===== src/rtl/fcvt_exec_unit.sv =====
// fcvt_exec_unit: two-stage RV32F FCVT.{W,WU}.S / FCVT.S.{W,WU} unit.
// S1 holds the issued op and decodes it, S2 rounds/saturates and drives the CDB.
module fcvt_exec_unit #(
  parameter int TAG_W = 6
) (
  input  logic             clk,
  input  logic             rst,
  input  logic             flush,
  input  logic             in_valid,
  output logic             in_ready,
  input  logic [1:0]       in_op,
  input  logic [31:0]      in_src,
  input  logic [TAG_W-1:0] in_tag,
  output logic             out_valid,
  input  logic             out_ready,
  output logic [31:0]      out_result,
  output logic [4:0]       out_fflags,
  output logic [TAG_W-1:0] out_tag
);

  logic             s1_valid_q, s1_valid_d;
  logic [1:0]       s1_op_q;
  logic [31:0]      s1_src_q;
  logic [TAG_W-1:0] s1_tag_q;
  logic             s2_valid_q, s2_valid_d;
  logic [31:0]      s2_res_q, s2_res_d;
  logic [4:0]       s2_flg_q, s2_flg_d;
  logic [TAG_W-1:0] s2_tag_q;

  logic s2_load, accept;

  assign s2_load  = s1_valid_q & (~s2_valid_q | out_ready);
  assign in_ready = ~s1_valid_q | s2_load;
  assign accept   = in_valid & in_ready & ~flush;

  always_comb begin
    s1_valid_d = s1_valid_q;
    if (flush) s1_valid_d = 1'b0;
    else if (accept) s1_valid_d = 1'b1;
    else if (s2_load) s1_valid_d = 1'b0;
  end

  always_comb begin
    s2_valid_d = s2_valid_q;
    if (flush) s2_valid_d = 1'b0;
    else if (s2_load) s2_valid_d = 1'b1;
    else if (out_ready) s2_valid_d = 1'b0;
  end

  // float decode
  logic              sgn, wu;
  logic [7:0]        exp_b;
  logic [22:0]       frac;
  logic signed [9:0] uexp;
  logic              c_nan, c_ovf, c_zero, c_tiny, c_norm;

  assign sgn   = s1_src_q[31];
  assign exp_b = s1_src_q[30:23];
  assign frac  = s1_src_q[22:0];
  assign wu    = s1_op_q[0];
  assign uexp  = signed'({2'b00, exp_b}) - 10'sd127;

  assign c_nan  = (exp_b == 8'hFF) & (frac != 23'd0);
  assign c_ovf  = (exp_b == 8'hFF) ? (frac == 23'd0) : (uexp > 10'sd31);
  assign c_zero = (exp_b == 8'h00) & (frac == 23'd0);
  assign c_tiny = ~c_zero & (uexp < 10'sd0);
  assign c_norm = (uexp >= 10'sd0) & (uexp <= 10'sd31);

  logic [4:0]  ue5, sh_l, sh_r;
  logic [31:0] mant, mag, sat;
  logic        lost;

  assign ue5  = uexp[4:0];
  assign sh_l = ue5 - 5'd23;
  assign sh_r = 5'd23 - ue5;
  assign mant = {8'd0, 1'b1, frac};
  assign mag  = (ue5 >= 5'd23) ? (mant << sh_l) : (mant >> sh_r);
  assign lost = (ue5 < 5'd23) & (|(mant & ~(32'hFFFF_FFFF << sh_r)));
  assign sat  = wu ? (sgn ? 32'h0 : 32'hFFFF_FFFF)
                   : (sgn ? 32'h8000_0000 : 32'h7FFF_FFFF);

  logic [31:0] f_res;
  logic        f_nv, f_nx;

  always_comb begin
    f_res = 32'd0;
    f_nv  = 1'b0;
    f_nx  = 1'b0;
    unique case (1'b1)
      c_nan: begin
        f_res = wu ? 32'hFFFF_FFFF : 32'h7FFF_FFFF;
        f_nv  = 1'b1;
      end
      c_ovf: begin
        f_res = sat;
        f_nv  = 1'b1;
      end
      c_zero: f_res = 32'd0;
      c_tiny: f_nx = 1'b1;
      c_norm: begin
        // |x| >= 1 here, so a negative WU source is always invalid
        if (wu ? sgn
               : (sgn ? (mag > 32'h8000_0000) : mag[31])) begin
          f_res = sat;
          f_nv  = 1'b1;
        end else begin
          f_res = sgn ? -mag : mag;
          f_nx  = lost;
        end
      end
    endcase
  end

  function automatic logic [4:0] lzc32(input logic [31:0] v);
    lzc32 = 5'd0;
    for (int i = 0; i < 32; i++)
      if (v[i]) lzc32 = 5'(31 - i);
  endfunction

  // integer decode and round-to-nearest-even
  logic        ineg, g, st, rup;
  logic [31:0] iabs, norm;
  logic [4:0]  lz;
  logic [24:0] man_r;
  logic [7:0]  exp_r;
  logic [22:0] frac_r;
  logic [31:0] i_res;

  assign ineg   = ~s1_op_q[0] & s1_src_q[31];
  assign iabs   = ineg ? -s1_src_q : s1_src_q;
  assign lz     = lzc32(iabs);
  assign norm   = iabs << lz;
  assign g      = norm[7];
  assign st     = |norm[6:0];
  assign rup    = g & (st | norm[8]);
  assign man_r  = {1'b0, norm[31:8]} + {24'd0, rup};
  assign exp_r  = 8'd158 - {3'd0, lz} + {7'd0, man_r[24]};
  assign frac_r = man_r[24] ? man_r[23:1] : man_r[22:0];
  assign i_res  = (iabs == 32'd0) ? 32'd0 : {ineg, exp_r, frac_r};

  always_comb begin
    s2_res_d = f_res;
    s2_flg_d = {f_nv, 3'b000, f_nx};
    if (s1_op_q[1]) begin
      s2_res_d = i_res;
      s2_flg_d = {4'b0000, g | st};
    end
  end

  always_ff @(posedge clk) begin
    if (accept) begin
      s1_op_q  <= in_op;
      s1_src_q <= in_src;
      s1_tag_q <= in_tag;
    end
  end

  always_ff @(posedge clk) begin
    if (rst) begin
      s1_valid_q <= 1'b0;
      s2_valid_q <= 1'b0;
      s2_res_q   <= 32'd0;
      s2_flg_q   <= 5'd0;
      s2_tag_q   <= '0;
    end else begin
      s1_valid_q <= s1_valid_d;
      s2_valid_q <= s2_valid_d;
      if (s2_load) begin
        s2_res_q <= s2_res_d;
        s2_flg_q <= s2_flg_d;
        s2_tag_q <= s1_tag_q;
      end
    end
  end

  assign out_valid  = s2_valid_q;
  assign out_result = s2_res_q;
  assign out_fflags = s2_flg_q;
  assign out_tag    = s2_tag_q;

endmodule


===== config.mk =====
export PLATFORM = sky130hd
export DESIGN_NAME = fcvt_exec_unit
export DESIGN_NICKNAME = d
export VERILOG_FILES = /design/src/rtl/fcvt_exec_unit.sv
export SDC_FILE = /design/constraint.sdc
export NUM_CORES = 1
export LEC_CHECK = 0
export CORE_MARGIN = 2
export CORE_UTILIZATION = 62
export DETAILED_ROUTE_END_ITERATION = 12
export PLACE_DENSITY = 0.83
export SETUP_SLACK_MARGIN = 0.5
export SLEW_MARGIN = 25
export SYNTH_ARGS = -nofsm -noshare
export SYNTH_HDL_FRONTEND = slang
export SYNTH_SLANG_ARGS = --single-unit

===== constraint.sdc =====
create_clock -name clk -period 7.9 [get_ports clk]
set_input_delay 1.975 -clock clk [delete_from_list [all_inputs] [get_ports clk]]
set_output_delay 1.975 -clock clk [all_outputs]
set_load 0.05 [all_outputs]

==> run metrics, run 1 <==
GRT overflow=0; adder-cell share of the synthesized area=2.04%; Simple-Gate Fraction of Synth Area=23.5%; EDFF count, synth=40; clock skew=16.3 ps; gr usage total=43.3%; CP Buf/Inv Count=1; syn_area_per_cell=7.42 µm²; WL per Instance=24.3 µm; Post-Synthesis Cells=1722; Clock Root Buffer=clkbuf_16; Worst Tran Pin Value=981 ps; CP startpoint kind=flop; RSZ-0062 raised after global routing=no; Ports=90; Die Ht=148 µm; Slew HR=33.9%; maximum root-to-sink buffer count=2; post-synthesis xor/xnor area fraction=6.22%; share of power burned in registers=22.0%; Area Growth Syn to Fin=10.4%; crit end category=flop; largest area contributor in the netlist=edfxtp_1; Clk Latency, worst-skew pair=360 ps; post-layout net count=1782; prevailing post-synth register cell=dfxtp_1; CTS clk-pin slew, worst paths=80 ps; Final Core Density=69.7%; mux contribution to synthesized area=11.7%; Final Critical Period=6910 ps; status=complete, no violations; H-Tree Level Count=3; critical path data required time=8130 ps; cts bufs inserted=9; Area contributors post-synth=edfxtp_1, dfxtp_1, o21ai_0, a21oi_1, mux2i_1; layout cells sized above 1=13.0%; Sw Share=48.3%; Synth Area in Compound Gates=33.9%; Data arrival, critical path=7140 ps; via/cell ratio=7.43; Post-CTS Hold Buffers=0; share of the yosys chip area belonging to registers=16.0%; Largest stage delay, worst path=560 ps; Worst Path Max Fanout=20; post-route setup TNS=0 ps; part of the cycle the worst path needs=87.5%; largest net degree at the start of global routing=64; Cell variety after synth=115; FP Rows=52; Leak=4.72 nW; Vias=14800; Filler cells=1706; Pwr Density=168 nW/µm²; first-pass GRT wire length=74900 µm; Fin. Hold Viols=0; initial core utilization=63.1%; die area=21800 µm²; Post-DP HPWL=36400 µm; die width=148 µm; Netlist Area Pre-Place=12800 µm²; Remaining DRCs=0; DR iter-0 viols=2029; share of the synthesized area in the top cell type=9.40%; clock sinks=82; cell family with the largest share of critical-path delay=simple AND/OR/NAND/NOR gates; synthesis-stage register bit count=82; number of setup violations in the final report=0; WS Path Type=reg -> reg; slowest stage cell, crit path=or4_1; Clk pwr share=20.2%; n_diodes=0; VDD IR max=128 µV; 1st-pass router iterations=7; Final Max Slew Viols=0; vias in the first global route=13100; CTS tree=done; HP Class=reg -> reg; core footprint=20200 µm²; fmax=0.145 GHz; Power Internal=0.00123 W; most frequent cell after synthesis=nand2_1; FFs w/ async S/R, synth=0%; most frequent cells after synthesis=nand2_1, nor2_1, o21ai_0; combinational power share=57.7%; maxcap violations=0; crit path cell chain=clkinvlp_4 > ha_2 > nor3b_4 > nand3_2 > or4_1 > o31ai_1 > o211ai_1 > o2111a_2 > nor2_4 > o21ai_0 > o22ai_1 > a22oi_1 > o221ai_1 > nand3_1 > nor4_1 > nand2_1 > ha_1 > ha_1 > nand2_1 > xnor2_1 > o21ai_0 > o22ai_1 > nor2_1; warnings from Yosys=0; Detail Route Antenna Nets=0; Total Wirelength=48500 µm; P_sw=0.00115 W; initial antenna violation count=0; routability congestion estimate=1.06; IO Port Bufs=86; main combinational cell family by area after synthesis=compound AO/OA/AOI/OAI gates
[cells in the final DEF (no fill, tap or decap), drive strengths merged, types with 25 or more instances in the layout]
cell type and instances:
a211oi 47, a21oi 135, a31oi 27, buf 57, clkdlybuf4s50 86, dfxtp 42
edfxtp 40, inv 33, mux2 25, mux2i 63, mux4 26, nand2 156
nand3 60, nor2 150, nor3 67, o211ai 46, o21ai 156, o22ai 27
xnor2 62, xor2 27
[registers in the layout, summed over array words and instances (netlist names)]
| register | count |
|---|---|
| out_fflags | 2 |
| s1_valid_q | 1 |
| s1_tag_q | 6 |
| s1_src_q | 32 |
| s1_op_q | 2 |
| out_tag | 6 |
| out_result | 32 |
| out_valid | 1 |
[tightest hold or removal path, stage by stage, from the launching register on]
cell     delay (ps)
dfxtp_1         310
nand2_1          50
a21oi_1          50
[kinds of logic after synthesis]
group / after synthesis
xor+xnor: 89
compound gates: 630
fa+ha+maj: 21
mux: 114
other cells: 1
simple gates: 587
buf+inv: 198
flops: 82
[power by group through the flow]
stage / Combinational (W) / Clock [W] / Sequential (W)
2_1_floorplan: 0.000935 / 0 / 0.000530
3_3_place_gp: 0.00129 / 0 / 0.000527
3_5_place_dp: 0.00130 / 0 / 0.000529
4_1_cts: 0.00131 / 0.000479 / 0.000519
5_1_grt: 0.00145 / 0.000496 / 0.000524
6_report: 0.00137 / 0.000480 / 0.000523
[metal layers]
| layer | vias to the layer above | global-route usage [%] | part of all wire [%] |
|---|---|---|---|
| met5 | - | 0 | 0 |
| li1 | 6582 | - | - |
| met3 | 213 | 12.7 | 14 |
| met4 | 0 | 18.0 | 5.4 |
| met2 | 1212 | 66.2 | 43 |
| met1 | 6796 | 57.3 | 38 |
[timing repair]
| item | CTS | global route |
|---|---|---|
| endpoints found under the hold margin | 0 | 0 |
| gates resized for setup | 0 | 11 |
| endpoints found under the setup margin | 0 | 23 |
| buffers inserted | 0 | 6 |
[area by class of cell]
type / count / area (µm²) / share of cell area, %
Tap cell: 270 / 338 / 2.40
Timing Repair inverter: 1 / 5.00 / 0.0355
Clock inverter: 6 / 78.8 / 0.559
Inverter: 36 / 143 / 1.01
Sequential cell: 82 / 2040 / 14.5
Clock buffer: 10 / 250 / 1.77
Timing Repair Buffer: 143 / 1290 / 9.14
Multi-Input combinational cell: 1444 / 9960 / 70.6
[final timing paths]
| kind | start | endpoint | slack, ps | cells after the start |
|---|---|---|---|---|
| min reg2reg | out_tag[1]$_SDFFE_PP0P_ | out_tag[1]$_SDFFE_PP0P_ | 460 | 2 |
| max | s1_src_q[0]$_DFFE_PP_ | out_result[27]$_SDFFE_PP0P_ | 990 | 23 |
| min | out_tag[1]$_SDFFE_PP0P_ | out_tag[1]$_SDFFE_PP0P_ | 460 | 2 |
| max reg2reg | s1_src_q[0]$_DFFE_PP_ | out_result[27]$_SDFFE_PP0P_ | 990 | 23 |
[through the flow]
step           setup slack, ps  hold slack, ps  total power (W)  instance area, µm²  std cells
6_report                   991             456          0.00237               14100       1992
5_1_grt                    543             492          0.00247               14100       1992
2_1_floorplan             1400             471          0.00147               12800       1724
3_3_place_gp              1010             442          0.00182               13700       1969
4_1_cts                    820             458          0.00230               14000       1985
3_5_place_dp               848             448          0.00183               13700       1969
Power figures use the tool's default switching activity.
==> inputs of run 2 (changes only) <==
Settings changed: SLEW_MARGIN 25 to default.
==> run 2 against run 1 <==
  * Sequential power hardly changed
  * Critical path type unchanged
  * Clock skew barely moved
  * Register-to-register slack about the same
  * Critical endpoint unchanged
  * Sequential cell count stayed put
  * Total power hardly changed
  * Utilization about the same
==> run metrics, run 2 (synthesized netlist as in run 1, its figures left out) <==
Remaining DRCs=0 (unchanged); Setup WS pre-CTS=848 ps (unchanged); fmax=0.145 GHz (about the same); most frequent cells in the layout=nand2_1, nor2_1, o21ai_0, a21oi_1, clkdlybuf4s50_1; Ports=90 (unchanged); fin cells=1992 (unchanged); Data arrival, critical path=7150 ps (about the same); cell area after layout=14100 µm² (about the same); via/cell ratio=7.43 (about the same); first-pass GRT wire length=74900 µm (unchanged); initial core utilization=63.1% (unchanged); Sw Share=48.3% (about the same); Register Area=2040 µm² (unchanged); status=complete, no violations; core footprint=20200 µm² (unchanged); GRT overflow=0 (unchanged); CP startpoint kind=flop; critical path data required time=8130 ps (about the same); die area=21800 µm² (unchanged); cts bufs inserted=9 (unchanged); Die Ht=148 µm (unchanged); CTS tree=done; post-layout net count=1782 (unchanged); CTS clk-pin slew, worst paths=80 ps (about the same); Final Max Slew Viols=0 (unchanged); Leak=4.73 nW (about the same); routability congestion estimate=1.06 (unchanged); post-route setup TNS=0 ps (unchanged); Fin. Hold Viols=0 (unchanged); Post-DP HPWL=36400 µm (unchanged); Vias=14800 (+0.0068%); VDD IR max=128 µV (about the same); n_diodes=0 (unchanged); setup ws final=984 ps (-6.85 ps); Total Wirelength=48500 µm (about the same); DR iter-0 viols=2037 (+0.39%); Final Critical Period=6920 ps (+6.85 ps); WS Path Type=reg -> reg; share of power burned in registers=22.1% (about the same); Fin Hold WS=457 ps (+0.424 ps); Post-CTS Hold Buffers=0 (unchanged); maxcap violations=0 (unchanged); H-Tree Level Count=3 (unchanged); Clk pwr share=20.2% (about the same); IO Port Bufs=86 (unchanged); placed cell area=13700 µm² (unchanged); most common cell after layout, fill and taps aside=nand2_1; WL per Instance=24.3 µm (about the same); Worst Path Max Fanout=20 (unchanged); 1st-pass router iterations=7 (unchanged); Area Growth Syn to Fin=10.3% (about the same); P_sw=0.00115 W (about the same); die width=148 µm (unchanged); Clk Latency, worst-skew pair=360 ps (about the same); initial antenna violation count=0 (unchanged); largest net degree at the start of global routing=64 (unchanged); crit end category=flop; part of the cycle the worst path needs=87.5% (about the same); RSZ-0062 raised after global routing=no; FP Rows=52 (unchanged); clock skew=16.1 ps (-0.136 ps); Power Internal=0.00123 W (about the same); vias in the first global route=13100 (unchanged); maximum root-to-sink buffer count=2 (unchanged); layout cells sized above 1=13.0% (unchanged); Pwr Density=168 nW/µm² (about the same); cell count after placement=1969 (unchanged); combinational power share=57.7% (about the same); clock sinks=82 (unchanged); Slew HR=29.5% (-4.4 points); Filler cells=1708 (+0.12%); HP Class=reg -> reg; area of the multi-input gates=9950 µm² (about the same); Detail Route Antenna Nets=0 (unchanged); Clock Root Buffer=clkbuf_16; Worst Tran Pin Value=1060 ps (+76.1 ps); number of setup violations in the final report=0 (unchanged); gr usage total=43.3% (unchanged)
==> run 2: cell count changes in the layout (fill, tap and decap cells not counted) <==
cell / previous run / this run
and3b_2: 0 / 1
and3b_4: 1 / 0
==> run 2: critical path, stage by stage (launching register included) <==
cell,delay (ps)
edfxtp_1,430
clkinvlp_4,260
ha_2,320
nor3b_4,410
nand3_2,330
or4_1,560
o31ai_1,290
o211ai_1,250
o2111a_2,400
nor2_4,430
o21ai_0,400
o22ai_1,330
a22oi_1,270
o221ai_1,410
nand3_1,220
nor4_1,380
nand2_1,130
ha_1,240
ha_1,210
nand2_1,100
xnor2_1,120
o21ai_0,90
o22ai_1,150
nor2_1,50
==> run 2: power groups by stage <==
stage / registers (W) / logic, W / clock network [W]
6_report: 0.000523 / 0.00137 / 0.000479
5_1_grt: 0.000524 / 0.00145 / 0.000496
4_1_cts: 0.000519 / 0.00131 / 0.000479
3_5_place_dp: 0.000529 / 0.00130 / 0
3_3_place_gp: 0.000527 / 0.00129 / 0
2_1_floorplan: 0.000530 / 0.000935 / 0
==> run 2: layer usage <==
metal	vias to the layer above	wire length, µm	share of wire (%)	GRT usage [%]
met4	0	2720	5.6	18.0
met3	214	6790	14	12.7
li1	6587	-	-	-
met5	-	0	0	0
met1	6783	18300	38	57.3
met2	1220	20700	43	66.2
==> run 2: repair_timing <==
action	in CTS	in global routing
buffers inserted	0	6
gates resized for setup	0	11
setup endpoints to repair	0	23
hold endpoints to repair	0	0
==> run 2: worst paths after layout <==
check,from,to,slack [ps],cells past startpoint
worst max-delay path,s1_src_q[0]$_DFFE_PP_,out_result[27]$_SDFFE_PP0P_,980,23
worst min-delay path,out_tag[1]$_SDFFE_PP0P_,out_tag[1]$_SDFFE_PP0P_,460,2
worst max register to register,s1_src_q[0]$_DFFE_PP_,out_result[27]$_SDFFE_PP0P_,980,23
worst min register to register,out_tag[1]$_SDFFE_PP0P_,out_tag[1]$_SDFFE_PP0P_,460,2
==> run 2: cell type report <==
type / instances / share of cell area, %
Inverter: 36 / 1.01
Clock buffer: 10 / 1.77
Timing Repair Buffer: 143 / 9.14
Timing Repair inverter: 1 / 0.0355
Clock inverter: 6 / 0.559
Sequential cell: 82 / 14.5
Multi-Input combinational cell: 1444 / 70.6
Tap cell: 270 / 2.40
==> run 2: stage by stage <==
stage | total power (W) | util (%)
finish | 0.00237 | 69.7
detailed placement | 0.00183 | 67.6
global route | 0.00247 | 69.7
floorplan | 0.00147 | -
global placement | 0.00182 | 67.6
CTS | 0.00230 | 69.2
